File: src/rtl/mux8_rr_scheduler_pkg.sv
// mux8_rr_scheduler_pkg: shared sizes and FSM state codes for the 8:1 mux scheduler
package mux8_rr_scheduler_pkg;
  localparam int N_SRC = 8;
  localparam int SEL_W = 3;
  typedef enum logic [1:0] {
    ST_IDLE  = 2'd0,
    ST_GRANT = 2'd1,
    ST_GAP   = 2'd2
  } state_t;
endpackage

File: src/rtl/mux8_rr_scheduler_rr_pick8.sv
// rr_pick8: round-robin pick of the first requester after the last grantee
module rr_pick8
  import mux8_rr_scheduler_pkg::*;
(
  input  logic [N_SRC-1:0] req,
  input  logic [SEL_W-1:0] lg,
  output logic             any,
  output logic [SEL_W-1:0] idx
);
  logic [SEL_W-1:0] base;
  logic [SEL_W-1:0] off;
  logic [N_SRC-1:0] rot;
  assign base = lg + 1'b1;
  assign rot  = N_SRC'({req, req} >> base);
  assign any  = |req;
  assign idx  = base + off;
  // lowest set bit of the rotated request vector is the winner's offset from base
  always_comb begin
    off = '0;
    for (int k = N_SRC - 1; k >= 0; k--) off = rot[k] ? SEL_W'(k) : off;
  end
endmodule

File: src/rtl/mux8_rr_scheduler.sv
// mux8_rr_scheduler: round-robin grant of the 8:1 mux with bounded hold and break-before-make gap
module mux8_rr_scheduler
  import mux8_rr_scheduler_pkg::*;
#(
  parameter int MAX_HOLD = 4,
  parameter int HOLD_W   = 4
) (
  input  logic             clk,
  input  logic             rst_n,
  input  logic [N_SRC-1:0] req,
  input  logic             done,
  input  logic [N_SRC-1:0] d,
  output logic [SEL_W-1:0] sel,
  output logic [N_SRC-1:0] gnt,
  output logic             y,
  output logic             y_vld,
  output logic             busy
);
  state_t            state;
  logic [HOLD_W-1:0] hold_cnt;
  logic [SEL_W-1:0]  lg;
  logic              any;
  logic [SEL_W-1:0]  idx;
  logic              expired;
  logic              rel;
  rr_pick8 u_pick (
    .req(req),
    .lg (lg),
    .any(any),
    .idx(idx)
  );
  assign expired = (MAX_HOLD != 0) && (hold_cnt == HOLD_W'(MAX_HOLD));
  assign rel     = done || !req[sel] || expired;
  assign busy    = state != ST_IDLE;
  // arbitration FSM, hold counter, last-grant pointer and registered mux output
  always_ff @(posedge clk) begin
    if (!rst_n) begin
      state    <= ST_IDLE;
      sel      <= '0;
      gnt      <= '0;
      y        <= 1'b0;
      y_vld    <= 1'b0;
      hold_cnt <= '0;
      lg       <= SEL_W'(N_SRC - 1);
    end else begin
      case (state)
        ST_IDLE: begin
          y_vld <= 1'b0;
          if (any) begin
            sel      <= idx;
            gnt      <= N_SRC'(1) << idx;
            lg       <= idx;
            hold_cnt <= HOLD_W'(1);
            state    <= ST_GRANT;
          end
        end
        ST_GRANT: begin
          y        <= d[sel];
          y_vld    <= 1'b1;
          hold_cnt <= &hold_cnt ? hold_cnt : hold_cnt + 1'b1;
          if (rel) begin
            gnt   <= '0;
            state <= ST_GAP;
          end
        end
        ST_GAP: begin
          y_vld    <= 1'b0;
          hold_cnt <= '0;
          state    <= ST_IDLE;
        end
        default: state <= ST_IDLE;
      endcase
    end
  end
endmodule

File: config.mk
export PLATFORM = sky130hd
export DESIGN_NAME = mux8_rr_scheduler
export DESIGN_NICKNAME = d
export VERILOG_FILES = /design/src/rtl/mux8_rr_scheduler_pkg.sv /design/src/rtl/mux8_rr_scheduler_rr_pick8.sv /design/src/rtl/mux8_rr_scheduler.sv
export SDC_FILE = /design/constraint.sdc
export NUM_CORES = 1
export LEC_CHECK = 0
export ABC_AREA = 1
export BUFFER_PORTS_ARGS = -buffer_cell sky130_fd_sc_hd__buf_2
export CAP_MARGIN = 20
export CELL_PAD_IN_SITES_DETAIL_PLACEMENT = 1
export CELL_PAD_IN_SITES_GLOBAL_PLACEMENT = 1
export CORE_ASPECT_RATIO = 0.5
export CORE_MARGIN = 10
export CORE_UTILIZATION = 39
export DETAILED_ROUTE_END_ITERATION = 8
export PLACE_DENSITY = 0.86
export SYNTH_ARGS = -nofsm -noshare
export SYNTH_HDL_FRONTEND = slang
export SYNTH_HIERARCHICAL = 1
export SYNTH_SLANG_ARGS = --single-unit
export TNS_END_PERCENT = 10
File: constraint.sdc
create_clock -name clk -period 3.9 [get_ports clk]
set_clock_uncertainty 0.05 [all_clocks]
set_input_delay 0 -clock clk [delete_from_list [all_inputs] [get_ports clk]]
set_output_delay 0 -clock clk [all_outputs]
set_load 0.05 [all_outputs]
==> results of run 1 <==
cell usage after synthesis (2+ instances only):
master     n
nand2_1  102
nor4_1     2
o21ai_0    4
nand3_1   27
nand2_2   15
a21oi_2    4
ha_1       9
inv_8      2
o21ai_1    3
inv_1     32
dfxtp_1   22
nor2_2     8
nor3_1     2
buf_2      2
nor2_1    15
buf_6      4
nand4_1    9
nand3_4    2
a21oi_1    6
inv_2     10
nand3_2    4
path summary, 6_finish.rpt:
check,end,slack [ns],depth (start not counted)
setup / recovery,gnt[3],0.45,23
hold / removal,lg[2],0.03,2
setup reg to reg,gnt[3],0.45,23
hold reg to reg,y_vld,0.46,2
repair_timing:
action	CTS	global route
gates resized for setup	0	4
setup endpoints to repair	0	8
hold buffers	0	0
critical path, cell delays in order, from the launching register on:
cell	delay (ns)
dfxtp_4	0.41
ha_2	0.46
inv_4	0.10
nand3_1	0.13
nand3_1	0.09
nand2_1	0.12
nand2_1	0.07
nand2_1	0.05
nand2_1	0.04
nand2_1	0.05
nand2_1	0.06
a21oi_2	0.12
ha_1	0.15
inv_1	0.05
fa_1	0.37
xor2_1	0.18
nand3b_1	0.17
nand2_1	0.08
inv_1	0.06
nor2_1	0.23
nand2_1	0.10
nand4_1	0.10
nand2_1	0.07
nor2_2	0.08
routing by layer:
layer / up-vias / GRT usage [%] / share of wire (%)
met2: 25 / 23.4 / 49
met1: 945 / 15.8 / 48
met3: 4 / 2.35 / 2.3
met4: 0 / 3.33 / 0.94
met5: - / 0 / 0
li1: 1005 / - / -
area by class of cell:
| type | instances | area (µm²) |
|---|---|---|
| Fill cell | 655 | 2410 |
| Multi-Input combinational cell | 225 | 1210 |
| Clock buffer | 4 | 55.1 |
| Tap cell | 66 | 82.6 |
| Inverter | 45 | 186 |
| Sequential cell | 22 | 444 |
| Timing Repair Buffer | 32 | 160 |
state kept, by name (all words and copies together) (netlist names):
name      flops
gnt           8
hold_cnt      4
lg            3
sel           3
state         2
y             1
y_vld         1
power by group:
part / total [W] / leakage (nW) / switching, W / internal (W)
clock network: 0.000168 / 0.0288 / 0.0000775 / 0.0000902
registers: 0.000376 / 0.182 / 0.0000757 / 0.000300
logic: 0.00166 / 0.898 / 0.00115 / 0.000514
metrics by stage:
step           power [W]  instances  hold slack (ns)  cell area (µm²)  util [%]
3_3_place_gp     0.00193        390            0.296             2080      45.7
2_1_floorplan    0.00170        299           0.0849             1900         -
4_1_cts          0.00221        394           0.0249             2130      46.9
6_report         0.00221        394           0.0280             2140      47.1
5_1_grt          0.00248        394           0.0465             2140      47.1
3_5_place_dp     0.00202        390            0.305             2080      45.7
kinds of logic after synthesis:
logic type	share of synthesized area (%)
adders and majority gates	6.99
DFF	23.2
buffers and inverters	13.1
AOI/OAI and AO/OA	8.17
xor gates and xnor gates	0.462
and+or+nand+nor	48.1
==> impl_metrics.env, run 1 <==
export IMPL_post_route_period_util_pct=88.3
export IMPL_antenna_found_initial=0
export IMPL_critPathRequiredTime_ns=4.06
export IMPL_path_class="reg2reg"
export IMPL_yosys_cell_types_count=36
export IMPL_period_minus_slack_ns=3.45
export IMPL_postSynthAreaPerCell_um2=6.35
export IMPL_grt_overflow=0
export IMPL_synth_fp_nets=328
export IMPL_layout_commonest_cell="nand2_1"
export IMPL_drc_errors=0
export IMPL_tritoncts="built"
export IMPL_ir_worst_vdd_mv=0.419
export IMPL_r2r_start="lg[0]"
export IMPL_setup_viol=0
export IMPL_maxSlewHeadroom_pct=65.6
export IMPL_grt_pass1_wl_um=9510
export IMPL_max_freq_mhz=290
export IMPL_viasPerCell=5.02
export IMPL_dr_pass1_iters=4
export IMPL_slew_violations=0
export IMPL_hold_class="in2reg"
export IMPL_grt_use_total_pct=13.1
export IMPL_finalWirelength_um=5450
export IMPL_nNetsFinal=358
export IMPL_synthTopCellsByArea="dfxtp_1 (23%), nand2_1 (20%), nand3_1 (7.1%)"
export IMPL_clk_latency_ns=0.27
export IMPL_ys_warn_count=6
export IMPL_synth_cells=299
export IMPL_fp_dieW_um=119
export IMPL_power_leakage_nw=1.11
export IMPL_core_area_um2=4550
export IMPL_drtAntennaViolNets=0
export IMPL_arrival_ns=3.61
export IMPL_h_tree_depth=1
export IMPL_start_kind="flop"
export IMPL_place_ws_ns=0.136
export IMPL_worstSetupEndpointType="flop"
export IMPL_final_cell_mix="nand2_1 (102), inv_1 (32), buf_2 (32), nand3_1 (27), dfxtp_1 (21)"
export IMPL_n_antenna_cell=0
export IMPL_num_rows=17
export IMPL_hold_viol=0
export IMPL_gp_congestion=0.754
export IMPL_hp_start="rst_n"
export IMPL_fp_dieH_um=69.3
export IMPL_yosysSeqAreaShare_pct=23.2
export IMPL_io_pins=33
export IMPL_die_area_um2=8230
export IMPL_worst_path_max_fanout=11
export IMPL_hpwlAfterDp_um=4390
export IMPL_synth_main_ff_cell="dfxtp_1"
export IMPL_postCtsSetupRepairBufs=0
export IMPL_clkTransAtPathRegs_ns=0.08
export IMPL_grt_pass1_vias=2088
export IMPL_tns_ns=0
export IMPL_grt_max_degree=16
export IMPL_cts_buffer_depth=2
export IMPL_syn_area_um2=1900
export IMPL_synth_edff_count=0
export IMPL_worst_slack_ns=0.455
export IMPL_async_flop_share_pct=0
export IMPL_wl_per_cell_um=13.8
export IMPL_rsz0062_at_grt="false"
export IMPL_drt_iter0_drc=101
export IMPL_start_util_pct=41.7
export IMPL_cts_root_buf="clkbuf_8"
export IMPL_ys_ff_latch=22
export IMPL_port_buffer_count=32
export IMPL_synth_top_area_share_pct=23.2
export IMPL_via_count=1979
export IMPL_cts_sinks=22
export IMPL_maxCapViolations=0
export IMPL_yosys_area_top_type="dfxtp_1"
export IMPL_layout_drive_gt1_share_pct=27.1
export IMPL_worst_pin_slew_ns=0.516
export IMPL_areaGrowthSynthToFinish_pct=12.9
export IMPL_crit_start="lg[0]"
export IMPL_cts_buffers_inserted=3
export IMPL_outcome="complete, no violations"
export IMPL_power_density_nw_per_um2=1030
Note: power is estimated with default switching activity, not from simulation.
==> run 2: changes to the inputs <==
--- a/config.mk
+++ b/config.mk
@@ -10,7 +10,7 @@
 export CAP_MARGIN = 20
 export CELL_PAD_IN_SITES_DETAIL_PLACEMENT = 1
 export CELL_PAD_IN_SITES_GLOBAL_PLACEMENT = 1
-export CORE_ASPECT_RATIO = 0.5
+export CORE_ASPECT_RATIO = 1.5
 export CORE_MARGIN = 10
 export CORE_UTILIZATION = 39
 export DETAILED_ROUTE_END_ITERATION = 8
==> impl_metrics.env, run 2 (synthesized netlist as in run 1, its figures left out) <==
export IMPL_drtAntennaViolNets=0
export IMPL_grt_overflow=0
export IMPL_rsz0062_at_grt="false"
export IMPL_core_area_um2=4770
export IMPL_n_antenna_cell=0
export IMPL_ir_worst_vdd_mv=0.483
export IMPL_cts_buffers_inserted=3
export IMPL_dp_cells=390
export IMPL_num_rows=31
export IMPL_hold_class="in2reg"
export IMPL_gp_congestion=0.824
export IMPL_path_class="reg2reg"
export IMPL_io_pins=33
export IMPL_areaGrowthSynthToFinish_pct=13.4
export IMPL_grt_pass1_vias=2122
export IMPL_cts_hold_buf=0
export IMPL_grt_max_degree=16
export IMPL_arrival_ns=3.70
export IMPL_dpl_cell_area_um2=2080
export IMPL_worst_pin_slew_ns=0.547
export IMPL_clk_latency_ns=0.27
export IMPL_critPathRequiredTime_ns=4.07
export IMPL_setup_viol=0
export IMPL_final_cell_mix="nand2_1 (102), inv_1 (32), buf_2 (32), nand3_1 (27), dfxtp_1 (21)"
export IMPL_fp_dieW_um=77.0
export IMPL_slew_violations=0
export IMPL_max_freq_mhz=283
export IMPL_via_count=1969
export IMPL_dr_pass1_iters=4
export IMPL_period_minus_slack_ns=3.53
export IMPL_drt_iter0_drc=44
export IMPL_start_kind="flop"
export IMPL_power_leakage_nw=1.11
export IMPL_clkTransAtPathRegs_ns=0.09
export IMPL_nNetsFinal=358
export IMPL_port_buffer_count=32
export IMPL_place_ws_ns=0.284
export IMPL_fp_dieH_um=105
export IMPL_maxSlewHeadroom_pct=63.5
export IMPL_maxCapViolations=0
export IMPL_outcome="complete, no violations"
export IMPL_whs_ns=0.0267
export IMPL_cts_root_buf="clkbuf_8"
export IMPL_viasPerCell=5.00
export IMPL_largest_register_ff_count=8
export IMPL_worst_slack_ns=0.369
export IMPL_grt_pass1_wl_um=9320
export IMPL_tns_ns=0
export IMPL_post_route_period_util_pct=90.5
export IMPL_start_util_pct=39.8
export IMPL_finalWirelength_um=5310
export IMPL_cts_buffer_depth=2
export IMPL_filler_cell_count=675
export IMPL_drc_errors=0
export IMPL_worstSetupEndpointType="flop"
export IMPL_tritoncts="built"
export IMPL_grt_use_total_pct=13.4
export IMPL_worst_path_max_fanout=11
export IMPL_hold_viol=0
export IMPL_h_tree_depth=1
export IMPL_hpwlAfterDp_um=4160
export IMPL_layout_commonest_cell="nand2_1"
export IMPL_regMostFlops="gnt"
export IMPL_final_area_um2=2150
export IMPL_die_area_um2=8110
export IMPL_cts_sinks=22
export IMPL_top_regs="gnt: 8 flops, hold_cnt: 4 flops"
export IMPL_wl_per_cell_um=13.5
export IMPL_layout_drive_gt1_share_pct=26.8
export IMPL_fin_cells=394
export IMPL_antenna_found_initial=0
export IMPL_power_density_nw_per_um2=1040
-- run 2: report_power, final --
group          internal (W)  switching, W  leakage (nW)  total, W
Combinational      0.000509       0.00114         0.898   0.00165
Clock              0.000137     0.0000842        0.0357  0.000222
Sequential         0.000298     0.0000722         0.181  0.000371
Total              0.000945       0.00129          1.11   0.00224
-- run 2: cell type report --
type	instances	area (µm²)	area share (%)
clock inverter	1	30.0	1.39
timing repair buffer	32	160	7.44
inverter	45	186	8.66
clock buffer	3	41.3	1.92
sequential	22	442	20.5
tap	66	82.6	3.83
multi-input combinational	225	1210	56.2
-- run 2: layer usage --
metal / global-route usage [%] / wire [µm] / up-vias / part of all wire [%]
met2: 26.8 / 3000 / 27 / 56
met1: 13.2 / 2080 / 929 / 39
met3: 1.70 / 103 / 13 / 1.9
li1: - / - / 1000 / -
met5: 0 / 0 / - / 0
met4: 6.00 / 131 / 0 / 2.5
-- run 2: path summary, 6_finish.rpt --
path | depth (start not counted) | slack, ns | start | end
setup / recovery | 25 | 0.37 | lg[0] | gnt[5]
setup reg to reg | 25 | 0.37 | lg[0] | gnt[5]
hold / removal | 2 | 0.03 | rst_n | lg[2]
hold reg to reg | 2 | 0.46 | y_vld | y_vld
-- run 2: per-stage QoR --
| step | utilization [%] | power (W) |
|---|---|---|
| after floorplan | - | 0.00170 |
| after global placement | 43.6 | 0.00195 |
| after detailed placement | 43.6 | 0.00199 |
| after CTS | 45.1 | 0.00225 |
| after global routing | 45.1 | 0.00248 |
| final | 45.1 | 0.00224 |
-- run 2: worst max-delay path, stage by stage (launching register included) --
cell and delay (ns):
dfxtp_2 0.49, ha_2 0.39, inv_4 0.13, nand3_1 0.09, nand2_1 0.08, nand2_1 0.08, nand2_1 0.08, nand2_1 0.05
nand2_1 0.05, nand2_1 0.05, nand2_1 0.05, nand2_1 0.05, a21oi_2 0.11, ha_1 0.15, inv_1 0.05, fa_1 0.38
xor2_1 0.19, nand3b_1 0.13, nand2_1 0.06, inv_1 0.09, inv_1 0.05, nor2_1 0.24, nand2_1 0.12, nand4_1 0.12
nand2_1 0.07, nor2_2 0.08
-- run 2: timing repair --
action	in CTS	in global routing
hold endpoints to repair	0	0
setup buffers	0	0
endpoints found under the setup margin	0	8
resized for setup	0	2
==> run 3: changes to the inputs <==
--- a/config.mk
+++ b/config.mk
@@ -14,6 +14,7 @@
 export CORE_MARGIN = 10
 export CORE_UTILIZATION = 39
 export DETAILED_ROUTE_END_ITERATION = 8
+export GPL_TIMING_DRIVEN = 0
 export PLACE_DENSITY = 0.86
 export SYNTH_ARGS = -nofsm -noshare
 export SYNTH_HDL_FRONTEND = slang
==> impl_metrics.env, run 3 (synthesized netlist as in run 1, its figures left out) <==
export IMPL_cts_hold_buf=1
export IMPL_postCtsSetupRepairBufs=0
export IMPL_whs_path_depth=5
export IMPL_outcome="complete, no violations"
export IMPL_layout_drive_gt1_share_pct=27.5
export IMPL_cp_top_family="simple AND/OR/NAND/NOR gates"
export IMPL_n_antenna_cell=0
export IMPL_cp_common_cell="nand2_1"
export IMPL_drc_errors=0
export IMPL_arrival_ns=3.56
export IMPL_post_route_period_util_pct=87.2
export IMPL_areaGrowthSynthToFinish_pct=15.5
export IMPL_drtAntennaViolNets=0
export IMPL_maxCapViolations=0
export IMPL_worst_pin_slew_ns=0.306
export IMPL_grt_overflow=0
export IMPL_setup_viol=0
export IMPL_core_area_um2=4770
export IMPL_fp_dieH_um=105
export IMPL_clkTransAtPathRegs_ns=0.08
export IMPL_path_class="reg2reg"
export IMPL_critPathRequiredTime_ns=4.06
export IMPL_hold_viol=0
export IMPL_tritoncts="built"
export IMPL_tns_ns=0
export IMPL_fp_dieW_um=77.0
export IMPL_cts_buffer_depth=2
export IMPL_reg2regPathDepth=26
export IMPL_hold_class="in2reg"
export IMPL_cts_buffers_inserted=3
export IMPL_slew_violations=0
export IMPL_num_rows=31
export IMPL_power_leakage_nw=1.14
export IMPL_viasPerCell=5.03
export IMPL_grt_max_degree=12
export IMPL_cts_sinks=22
export IMPL_worstSetupEndpointType="flop"
export IMPL_maxSlewHeadroom_pct=79.4
export IMPL_die_area_um2=8110
export IMPL_grt_pass1_wl_um=9170
export IMPL_cts_root_buf="clkbuf_8"
export IMPL_grt_use_total_pct=13.4
export IMPL_ctsResizeCount=0
export IMPL_fin_util_pct=45.9
export IMPL_start_kind="flop"
export IMPL_wl_per_cell_um=13.6
export IMPL_port_buffer_count=32
export IMPL_ir_worst_vdd_mv=0.577
export IMPL_top_regs="gnt: 8 flops, hold_cnt: 4 flops"
export IMPL_path_buf_inv=5
export IMPL_slowest_delay_ns=0.36
export IMPL_path_depth=26
export IMPL_gp_congestion=0.821
export IMPL_clk_latency_ns=0.26
export IMPL_max_freq_mhz=294
export IMPL_hpwlAfterDp_um=4430
export IMPL_grt_pass1_vias=2088
export IMPL_regMostFlops="gnt"
export IMPL_antenna_found_initial=0
export IMPL_io_pins=33
export IMPL_layout_commonest_cell="nand2_1"
export IMPL_slowest_stage="fa_1"
export IMPL_via_count=2016
export IMPL_worst_path_max_fanout=9
export IMPL_whs_ns=0.108
export IMPL_drt_iter0_drc=51
export IMPL_power_density_nw_per_um2=998
export IMPL_rsz0062_at_grt="false"
export IMPL_start_util_pct=39.8
export IMPL_nNetsFinal=366
export IMPL_finalWirelength_um=5430
export IMPL_final_cell_mix="nand2_1 (102), buf_2 (34), inv_1 (32), nand3_1 (27), dfxtp_1 (22)"
export IMPL_period_minus_slack_ns=3.40
export IMPL_largest_register_ff_count=8
export IMPL_h_tree_depth=1
export IMPL_dr_pass1_iters=4
## run 3: worst paths after layout
check,start,endpoint,slack (ns)
min,d[4],y,0.11
min reg2reg,hold_cnt[1],hold_cnt[1],0.47
max reg2reg,lg[0],gnt[7],0.50
max,lg[0],gnt[7],0.50
## run 3: where the power goes
| group | total [W] | switching (W) | internal [W] |
|---|---|---|---|
| clock | 0.000141 | 0.0000718 | 0.0000689 |
| combinational | 0.00170 | 0.00116 | 0.000536 |
| sequential | 0.000348 | 0.0000504 | 0.000297 |
| total | 0.00219 | 0.00129 | 0.000902 |
## run 3: routing by layer
layer  track usage, %  vias to the layer above  wire length, µm
met3             1.53                       10              153
li1                 -                     1018                -
met4             5.60                        0              115
met2             27.0                       33             3120
met5                0                        -                0
met1             13.2                      955             2040
## run 3: cell type report
type / count / area, µm²
Clock buffer: 3 / 41.3
Sequential cell: 22 / 440
Inverter: 45 / 186
Fill cell: 677 / 2580
Multi-Input combinational cell: 225 / 1210
Buffer: 7 / 62.6
Tap cell: 66 / 82.6
Timing Repair Buffer: 33 / 170
## run 3: worst reg2reg max path, cell delays in order, from the launching register on
cell	delay [ns]
dfxtp_1	0.34
ha_1	0.31
buf_6	0.15
inv_4	0.11
nand3_1	0.09
nand2_1	0.11
nand2_1	0.10
nand2_1	0.07
nand2_1	0.04
nand2_1	0.05
nand2_1	0.05
nand2_1	0.06
nand2_1	0.06
a21oi_2	0.12
ha_1	0.15
inv_1	0.05
fa_1	0.36
xor2_1	0.18
nand3b_1	0.13
nand2_1	0.05
inv_1	0.11
inv_1	0.07
nor2_1	0.20
nand2_1	0.11
nand4_1	0.11
nand2_1	0.07
nor2_2	0.07
## run 3: through the flow
| stage | worst slack (ns) | power (W) | cell area (µm²) | std cells |
|---|---|---|---|---|
| detailed placement | 0.534 | 0.00205 | 2140 | 397 |
| finish | 0.497 | 0.00219 | 2190 | 401 |
| CTS | 0.472 | 0.00221 | 2190 | 401 |
| global route | 0.124 | 0.00244 | 2190 | 401 |
| floorplan | 0.938 | 0.00170 | 1900 | 299 |
| global placement | 0.610 | 0.00199 | 2140 | 397 |
